### config.mk
export PLATFORM = sky130hd
export DESIGN_NAME = pmem_rr_arbiter
export DESIGN_NICKNAME = d
export VERILOG_FILES = /design/src/rtl/pmem_rr_arbiter.sv
export SDC_FILE = /design/constraint.sdc
export NUM_CORES = 1
export LEC_CHECK = 0
export ABC_CLOCK_PERIOD_IN_PS = 3200
export CORE_AREA = 10 10 625 627
export DETAILED_ROUTE_END_ITERATION = 8
export DIE_AREA = 0 0 635 637
export GPL_TIMING_DRIVEN = 0
export SLEW_MARGIN = 30
export SYNTH_ARGS = -nofsm -noshare
export SYNTH_HDL_FRONTEND = slang
export SYNTH_SLANG_ARGS = --single-unit
### constraint.sdc
create_clock -name clk -period 3.2 [get_ports clk]
set_input_delay 0.64 -clock clk [delete_from_list [all_inputs] [get_ports clk]]
set_output_delay 0.64 -clock clk [all_outputs]
set_load 0.01 [all_outputs]
### src/rtl/pmem_rr_arbiter.sv
// Round-robin arbiter sharing one physical-memory port between the I-cache and D-cache.
// One transaction in flight: command is latched at grant, held until pmem_resp, then a one-cycle response.
module pmem_rr_arbiter #(
    parameter int ADDR_W = 32,
    parameter int LINE_W = 256
) (
    input  logic              clk,
    input  logic              rst,
    input  logic              mem_read_i,
    input  logic              mem_write_i,
    input  logic [ADDR_W-1:0] mem_addr_i,
    input  logic [LINE_W-1:0] wdata_i,
    input  logic              mem_read_d,
    input  logic              mem_write_d,
    input  logic [ADDR_W-1:0] mem_addr_d,
    input  logic [LINE_W-1:0] wdata_d,
    input  logic              pmem_resp,
    input  logic [LINE_W-1:0] pmem_rdata,
    output logic              pmem_read,
    output logic              pmem_write,
    output logic [ADDR_W-1:0] pmem_addr,
    output logic [LINE_W-1:0] pmem_wdata,
    output logic              mem_resp_i,
    output logic              mem_resp_d,
    output logic [LINE_W-1:0] inst_rdata,
    output logic [LINE_W-1:0] data_rdata
);

    typedef enum logic [1:0] {
        S_IDLE = 2'd0,
        S_BUSY = 2'd1,
        S_RESP = 2'd2
    } state_t;

    state_t r_state;
    state_t w_state_nxt;

    logic              r_last_d;
    logic              r_grant_d;
    logic              r_pmem_read;
    logic              r_pmem_write;
    logic [ADDR_W-1:0] r_pmem_addr;
    logic [LINE_W-1:0] r_pmem_wdata;
    logic              r_resp_i;
    logic              r_resp_d;
    logic [LINE_W-1:0] r_inst_rdata;
    logic [LINE_W-1:0] r_data_rdata;

    logic              w_act_i;
    logic              w_act_d;
    logic              w_pick_d;
    logic              w_grant;
    logic              w_done;
    logic              w_sel_write;
    logic              w_sel_read;
    logic [ADDR_W-1:0] w_sel_addr;
    logic [LINE_W-1:0] w_sel_wdata;

    assign w_act_i = mem_read_i | mem_write_i;
    assign w_act_d = mem_read_d | mem_write_d;

    // D wins when it is the only requester, or on a tie when I was served last.
    assign w_pick_d = w_act_d & (~w_act_i | ~r_last_d);

    assign w_sel_write = w_pick_d ? mem_write_d : mem_write_i;
    assign w_sel_read  = w_pick_d ? mem_read_d  : mem_read_i;
    assign w_sel_addr  = w_pick_d ? mem_addr_d  : mem_addr_i;
    assign w_sel_wdata = w_pick_d ? wdata_d     : wdata_i;

    always_ff @(posedge clk or negedge rst) begin
        if (!rst) begin
            r_state <= S_IDLE;
        end else begin
            r_state <= w_state_nxt;
        end
    end

    always_comb begin
        w_state_nxt = r_state;
        w_grant     = 1'b0;
        w_done      = 1'b0;
        case (r_state)
            S_IDLE: begin
                if (w_act_i | w_act_d) begin
                    w_grant     = 1'b1;
                    w_state_nxt = S_BUSY;
                end
            end
            S_BUSY: begin
                if (pmem_resp) begin
                    w_done      = 1'b1;
                    w_state_nxt = S_RESP;
                end
            end
            S_RESP: begin
                w_state_nxt = S_IDLE;
            end
            default: begin
                w_state_nxt = S_IDLE;
            end
        endcase
    end

    always_ff @(posedge clk or negedge rst) begin
        if (!rst) begin
            r_last_d     <= 1'b1;
            r_grant_d    <= 1'b0;
            r_pmem_read  <= 1'b0;
            r_pmem_write <= 1'b0;
            r_pmem_addr  <= '0;
            r_pmem_wdata <= '0;
            r_resp_i     <= 1'b0;
            r_resp_d     <= 1'b0;
            r_inst_rdata <= '0;
            r_data_rdata <= '0;
        end else begin
            r_resp_i <= 1'b0;
            r_resp_d <= 1'b0;
            if (w_grant) begin
                r_last_d     <= w_pick_d;
                r_grant_d    <= w_pick_d;
                r_pmem_write <= w_sel_write;
                r_pmem_read  <= w_sel_read & ~w_sel_write;
                r_pmem_addr  <= w_sel_addr;
                r_pmem_wdata <= w_sel_wdata;
            end
            if (w_done) begin
                r_pmem_read  <= 1'b0;
                r_pmem_write <= 1'b0;
                r_resp_i     <= ~r_grant_d;
                r_resp_d     <= r_grant_d;
                // Only reads refresh the returned line; write-backs leave it untouched.
                if (r_pmem_read) begin
                    if (r_grant_d) begin
                        r_data_rdata <= pmem_rdata;
                    end else begin
                        r_inst_rdata <= pmem_rdata;
                    end
                end
            end
        end
    end

    assign pmem_read  = r_pmem_read;
    assign pmem_write = r_pmem_write;
    assign pmem_addr  = r_pmem_addr;
    assign pmem_wdata = r_pmem_wdata;
    assign mem_resp_i = r_resp_i;
    assign mem_resp_d = r_resp_d;
    assign inst_rdata = r_inst_rdata;
    assign data_rdata = r_data_rdata;

endmodule
==> results of run 1 <==
[area by class of cell]
type,count,area [um^2]
Multi-Input combinational cell,1688,11000
Antenna cell,62,155
Inverter,2,7.51
Clock buffer,152,3180
Tap cell,5016,6280
Clock inverter,41,455
Sequential cell,808,20200
Fill cell,42350,319000
Buffer,183,1160
Timing Repair Buffer,1653,16700
[state kept, by name, summed over array words and instances, names as in the netlist]
signal      count
data_rdata    256
inst_rdata    256
pmem_wdata    256
pmem_addr      32
r_state         2
mem_resp_d      1
mem_resp_i      1
pmem_read       1
pmem_write      1
r_grant_d       1
r_last_d        1
[through the flow]
| step | cell area (um^2) | TNS, ns | utilization (%) | std cells |
|---|---|---|---|---|
| finish | 59100 | 0 | 15.7 | 9605 |
| global route | 59000 | 0 | 15.6 | 9569 |
| CTS | 59000 | 0 | 15.6 | 9543 |
| detailed placement | 55300 | -146.11 | 14.6 | 9349 |
| global placement | 55100 | - | 14.6 | 9339 |
| floorplan | 32400 | 0 | - | 2681 |
[worst paths after layout]
check / start / end / slack [ns] / depth (start not counted)
max: pmem_wdata[160] / pmem_wdata[160] / 0.17 / 1
min: wdata_i[19] / pmem_wdata[19] / 0.34 / 3
max reg2reg: r_last_d / pmem_wdata[156] / 0.24 / 6
min reg2reg: data_rdata[19] / data_rdata[19] / 0.50 / 1
max in group asynchronous: rst / inst_rdata[201] / 0.63 / 5
min in group asynchronous: rst / pmem_addr[17] / 0.35 / 2
[cell families after synthesis]
group                  synth area share (%)
buffers and inverters                  3.59
AO/OA/AOI/OAI                          9.16
multiplexers                           17.8
flip-flops                             62.5
AND/OR/NAND/NOR                        6.93
[cells in the mapped netlist]
cell type  instances  area share [%]
nand3b_1           1           0.023
nand2_1          289             3.4
clkbuf_1          34            0.39
buf_1              6           0.070
o31a_1             1           0.027
dfstp_2            1           0.081
a21oi_1          577             8.9
o31ai_4            1           0.066
a21o_1             1           0.023
mux2_2           512              18
nor2_2             1           0.019
buf_4             25            0.58
and2_1             2           0.039
nand3_1            2           0.031
nor2_1           290             3.4
and3_1             1           0.019
or2_1              1           0.019
a31oi_1            1           0.019
buf_6             36             1.3
dfrtp_1          807              62
nand2_2            1           0.019
inv_1              2           0.023
a22o_1             2           0.054
o21ai_0            3           0.046
buf_2             82             1.3
nand2b_1           2           0.039
[per-layer routing]
layer	up-vias	part of all wire [%]
met1	15217	38
li1	12828	-
met3	582	6.1
met2	1784	51
met4	20	4.5
met5	-	0.039
[power groups by stage]
stage	sequential (mW)	clock (mW)	combinational (mW)
global route	19.5	13.4	33.3
floorplan	20.0	0	8.08
finish	18.8	12.6	31.6
global placement	19.0	0	32.4
CTS	18.9	13.2	32.7
detailed placement	19.0	0	32.5
==> metrics.md, run 1 <==
| Metric | Value |
|---|---|
| Starting density of the core | 8.56% |
| Maximum resistive drop on vdd | 0.606 mV |
| # port buffers | 1642 |
| Detailed Route Iter0 Violations | 1970 |
| Most common cell after layout, fill and taps aside | clkdlybuf4s50_1 |
| Number of buffers inserted by hold repair at cts | 1 |
| Met2 routing resource usage after global routing | 28.3% |
| Data arrival time of the critical path | 2.39 ns |
| Worst Hold Margin | 0.336 ns |
| Post-DP HPWL | 294000 um |
| Max Slew Vio Count | 0 |
| RSZ-0062 raised after global routing | no |
| Post-CTS setup buffer count | 0 |
| Transition time at the pin with the least slew margin | 1.10 ns |
| Cells after synthesis | 2681 |
| Total count of hold-check failures in the final report | 0 |
| Layout overhead on the synthesized area | 82.8% |
| Die Span X | 635 um |
| Leading cell types in the layout, fill and taps excluded | clkdlybuf4s50_1 (1636), dfrtp_1 (807), a21oi_1 (573), mux2_2 (512), nor2_1 (290) |
| Design Power | 63.1 mW |
| Post-layout net count | 5283 |
| Total of endpoints with negative setup slack in the final report | 0 |
| Power spent charging and discharging nets | 26.9 mW |
| Max Clock Freq | 0.330 GHz |
| Leakage | 23.1 nW |
| Combined area of all synthesized cells | 0.0324 mm^2 |
| Initial antenna violation count | 220 |
| Vias in the first global route | 30353 |
| Clock power share | 20.1% |
| Nature of the critical path endpoint | output port |
| GR Util met1 | 17.4% |
| Routed vias | 30431 |
| Share of synthesized area occupied by flip-flops and latches | 62.5% |
| Via-to-Cell Ratio | 3.17 |
| I/O Pins | 1643 |
| Highest net fanout along the worst path | 2 |
| Combinational group share of total power | 50.1% |
| Final Cycle Share | 94.8% |
| TritonCTS Buffers | 108 |
| Critical Path Source Type | flip-flop |
| Layout cell share with drive strength beyond 1 | 19.1% |
| Run status | finished clean |
| Clock latency of the later-clocked register in the worst-skew pair | 0.87 ns |
| Clock slew at the register clock pins of the worst setup and hold paths | 0.06 ns |
| Wire length of the first global-routing pass | 398000 um |
| Switching Share | 42.6% |
| Post-cts sizing count | 0 |
| Clock Tree Root | clkbuf_16 |
| Total of warnings raised by yosys | 0 |
| Post-layout worst setup margin | 0.168 ns |
| Post-synth net total | 3520 |
| Met3 routing resource usage after global routing | 3.74% |
| Remaining global-route overflow | 0 |
| Slowest CP cell | clkdlybuf4s50_1 |
| Max Cap Viol | 0 |
| Number of library cell types mapped by synthesis | 26 |
| Die extent in y | 637 um |
| Area inside the core boundary | 0.378 mm^2 |
| Min cycle time layout | 3.03 ns |
| Power per unit of standard cell area | 1070 mW/mm^2 |
| Crit path largest cell delay | 1.20 ns |
| Fraction of power consumed by sequential logic | 29.9% |
| Worst slack after detailed placement | -0.510 ns |
| TritonCTS sink count | 808 |
| Worst-path cell chain | clkdlybuf4s50_1 |
| Drt wl/cell | 34.2 um |
| Worst path required time | 2.56 ns |
| Clock tree from TritonCTS | yes |
| H-tree depth reported by CTS | 3 |
| Pin count of the biggest net entering global routing | 125 |
| DRT Pass-1 Iters | 6 |
| Most Crowded Layer GR | met2 |
| Final GP Congestion | 0.982 |
| Clock Skew | 0.0758 ns |
| Post-synthesis area per instance | 12.1 um^2 |
| Slew HR | 26.5% |
| Crit path buf inv count | 1 |
| Worst path top cell family by delay | buffers and inverters |
| Count of unresolved DRC violations after routing | 0 |
| Buffer levels on the longest clock path | 4 |
| Floorplan row count | 226 |
| Area of the die | 0.404 mm^2 |
| Overall fraction of global-route tracks in use | 15.5% |
| Crit Path Category | reg -> out |
| Sum of routed wire length over all layers | 328000 um |
| Internal power contribution | 36.2 mW |
| Hold WC Path Type | in -> reg |
| Number of synthesized register bits | 808 |
| Remaining number of nets flagged by the antenna check after routing | 0 |
Power figures use the tool's default switching activity.
==> run 2: changes to the inputs <==
CORE_AREA = 10 10 630 632   (was 10 10 625 627)
DIE_AREA = 0 0 640 642   (was 0 0 635 637)
==> run 2 against run 1 <==
Compared with the run above:
- fmax shrank 2.6%
- critical path depth is the same
- register-to-register slack gained 0.02 ns
- clock skew grew 0.0066 ns
- sequential power is essentially flat
- first-iteration DRC count grew 2.5%
- global-route usage is essentially flat
- die area grew 1.6%
- combinational power is essentially flat
- core utilization shrank 0.23 points
- worst setup slack lost 0.082 ns
- highest routed layer unchanged
==> metrics.md, run 2 (synthesized netlist as in run 1, its figures left out) <==
| Metric | Value |
|---|---|
| Run status | finished clean (unchanged) |
| Final setup TNS | 0 ns (unchanged) |
| Crit Path Category | reg -> out (unchanged) |
| Hold WC Path Type | in -> reg (unchanged) |
| Critical Path Source Type | flip-flop (unchanged) |
| Min cycle time layout | 3.11 ns (was 3.03 ns) |
| Area inside the core boundary | 0.384 mm^2 (was 0.378 mm^2) |
| Crit Reg-Reg Endpoint | pmem_wdata[146] (was pmem_wdata[156]) |
| Initial antenna violation count | 235 (was 220) |
| Wire length of the first global-routing pass | 401000 um (was 398000 um) |
| Worst path top cell family by delay | buffers and inverters (unchanged) |
| Internal power contribution | 36.5 mW (was 36.2 mW) |
| Slowest CP cell | clkdlybuf4s50_1 (unchanged) |
| Non-filler instance count after layout | 9666 (was 9605) |
| Worst-path cell chain | clkdlybuf4s50_1 (unchanged) |
| Leakage | 23.1 nW (about the same) |
| Post-CTS setup buffer count | 0 (unchanged) |
| Max Slew Vio Count | 0 (unchanged) |
| Overall fraction of global-route tracks in use | 15.5% (about the same) |
| Max Cap Viol | 0 (unchanged) |
| Vias in the first global route | 30070 (was 30353) |
| Die Span X | 640 um (was 635 um) |
| Nature of the critical path endpoint | output port (unchanged) |
| Clock tree from TritonCTS | yes (unchanged) |
| Layout cell share with drive strength beyond 1 | 18.9% (was 19.1%) |
| Crit path buf inv count | 1 (unchanged) |
| Via-to-Cell Ratio | 3.12 (was 3.17) |
| Remaining global-route overflow | 0 (unchanged) |
| Max Clock Freq | 0.321 GHz (was 0.330 GHz) |
| Fraction of power consumed by sequential logic | 30.1% (was 29.9%) |
| H-tree depth reported by CTS | 3 (unchanged) |
| Slew HR | 34.0% (was 26.5%) |
| TritonCTS Buffers | 108 (unchanged) |
| Transition time at the pin with the least slew margin | 0.986 ns (was 1.10 ns) |
| TritonCTS sink count | 808 (unchanged) |
| Final GP Congestion | 0.961 (was 0.982) |
| Pin count of the biggest net entering global routing | 117 (was 125) |
| Post-layout net count | 5282 (was 5283) |
| Power per unit of standard cell area | 1070 mW/mm^2 (about the same) |
| Clock slew at the register clock pins of the worst setup and hold paths | 0.06 ns (about the same) |
| Launch instance of the worst register-to-register path | r_last_d (unchanged) |
| Sum of routed wire length over all layers | 333000 um (was 328000 um) |
| RSZ-0062 raised after global routing | no (unchanged) |
| Most common cell after layout, fill and taps aside | clkdlybuf4s50_1 (unchanged) |
| Layout overhead on the synthesized area | 83.2% (was 82.8%) |
| Crit path largest cell delay | 0.84 ns (was 1.20 ns) |
| Combinational group share of total power | 49.5% (was 50.1%) |
| Count of unresolved DRC violations after routing | 0 (unchanged) |
| DRT Pass-1 Iters | 8 (was 6) |
| Leading cell types in the layout, fill and taps excluded | clkdlybuf4s50_1 (1635), dfrtp_1 (807), a21oi_1 (575), mux2_2 (512), nor2_1 (290) (was clkdlybuf4s50_1 (1636), dfrtp_1 (807), a21oi_1 (573), mux2_2 (512), nor2_1 (290)) |
| Number of cell instances on the worst register-to-register path | 6 (unchanged) |
| Data arrival time of the critical path | 2.47 ns (was 2.39 ns) |
| Die extent in y | 642 um (was 637 um) |
| Post-DP HPWL | 299000 um (was 294000 um) |
| Buffer levels on the longest clock path | 4 (unchanged) |
| Hold endpoint | pmem_wdata[35] (was pmem_wdata[19]) |
| Worst path required time | 2.56 ns (about the same) |
| Worst min-delay path startpoint | wdata_i[35] (was wdata_i[19]) |
| Hold Path Stages | 3 (unchanged) |
| FF-to-FF setup slack | 0.26 ns (was 0.24 ns) |
| Routed vias | 30154 (was 30431) |
| Number of instances in the placed design | 9392 (was 9349) |
| Total count of hold-check failures in the final report | 0 (unchanged) |
| Final Cycle Share | 97.3% (was 94.8%) |
| Highest net fanout along the worst path | 2 (unchanged) |
| Total of endpoints with negative setup slack in the final report | 0 (unchanged) |
| Maximum resistive drop on vdd | 0.680 mV (was 0.606 mV) |
| Area of the die | 0.411 mm^2 (was 0.404 mm^2) |
| # port buffers | 1642 (unchanged) |
| Power spent charging and discharging nets | 26.8 mW (was 26.9 mW) |
| I/O Pins | 1643 (unchanged) |
| Clock power share | 20.5% (was 20.1%) |
| Drt wl/cell | 34.4 um (was 34.2 um) |
| Detailed Route Iter0 Violations | 2020 (was 1970) |
| Remaining number of nets flagged by the antenna check after routing | 0 (unchanged) |
| Clock latency of the later-clocked register in the worst-skew pair | 0.86 ns (was 0.87 ns) |
| Floorplan row count | 228 (was 226) |
| Clock Tree Root | clkbuf_16 (unchanged) |
| Switching Share | 42.3% (was 42.6%) |
| Starting density of the core | 8.42% (was 8.56%) |
| Clock Skew | 0.0823 ns (was 0.0758 ns) |
run 2: area by class of cell:
| type | instances | area (um^2) |
|---|---|---|
| repair buffers | 1652 | 16700 |
| fillers | 42923 | 325000 |
| inverters | 2 | 7.51 |
| diodes | 83 | 208 |
| plain buffers | 183 | 1170 |
| flip-flops and latches | 808 | 20200 |
| clock inverters | 43 | 608 |
| well taps | 5060 | 6330 |
| clock buffers | 147 | 3070 |
| multi-input cells | 1688 | 11000 |
run 2: power by group through the flow:
stage	clock network (mW)	logic, mW	registers [mW]
2_1_floorplan	0	8.08	20.0
3_3_place_gp	0	32.4	19.2
3_5_place_dp	0	32.5	19.2
4_1_cts	13.4	32.6	19.1
5_1_grt	13.7	33.1	19.7
6_report	13.0	31.3	19.0
run 2: worst max-delay path by stage:
stage | slack (ns) | start | end | cells after the start
after detailed placement | -0.70 | mem_write_i | pmem_wdata[240] | 8
after floorplan | 1.32 | pmem_resp | inst_rdata[105] | 7
after global routing | 0.03 | pmem_wdata[170] | pmem_wdata[170] | 1
after global placement | -39.35 | rst | data_rdata[15] | 1
final | 0.09 | pmem_wdata[169] | pmem_wdata[169] | 1
after CTS | 0.05 | pmem_wdata[170] | pmem_wdata[170] | 1
run 2: layer usage:
layer | track usage (%) | wire [um] | vias up
li1 | - | - | 12876
met5 | 0 | 323 | -
met1 | 16.5 | 119000 | 14991
met3 | 4.75 | 27000 | 551
met2 | 28.9 | 172000 | 1686
met4 | 4.98 | 14700 | 50
run 2: what timing repair did:
action,4_1_cts,5_1_grt
endpoints found under the hold margin,70,0
gates resized for setup,0,1
endpoints found under the setup margin,0,2
hold buffers,1,0
run 2: stage by stage:
stage	instance area, um^2	hold slack (ns)	setup slack [ns]	power [mW]	utilization (%)
floorplan	32400	0.344	1.32	28.1	-
global placement	55100	0.487	-39.35	51.6	14.3
detailed placement	55400	0.491	-0.702	51.7	14.4
CTS	59100	0.213	0.0538	65.1	15.4
global route	59100	0.275	0.0336	66.5	15.4
finish	59300	0.323	0.0855	63.3	15.4
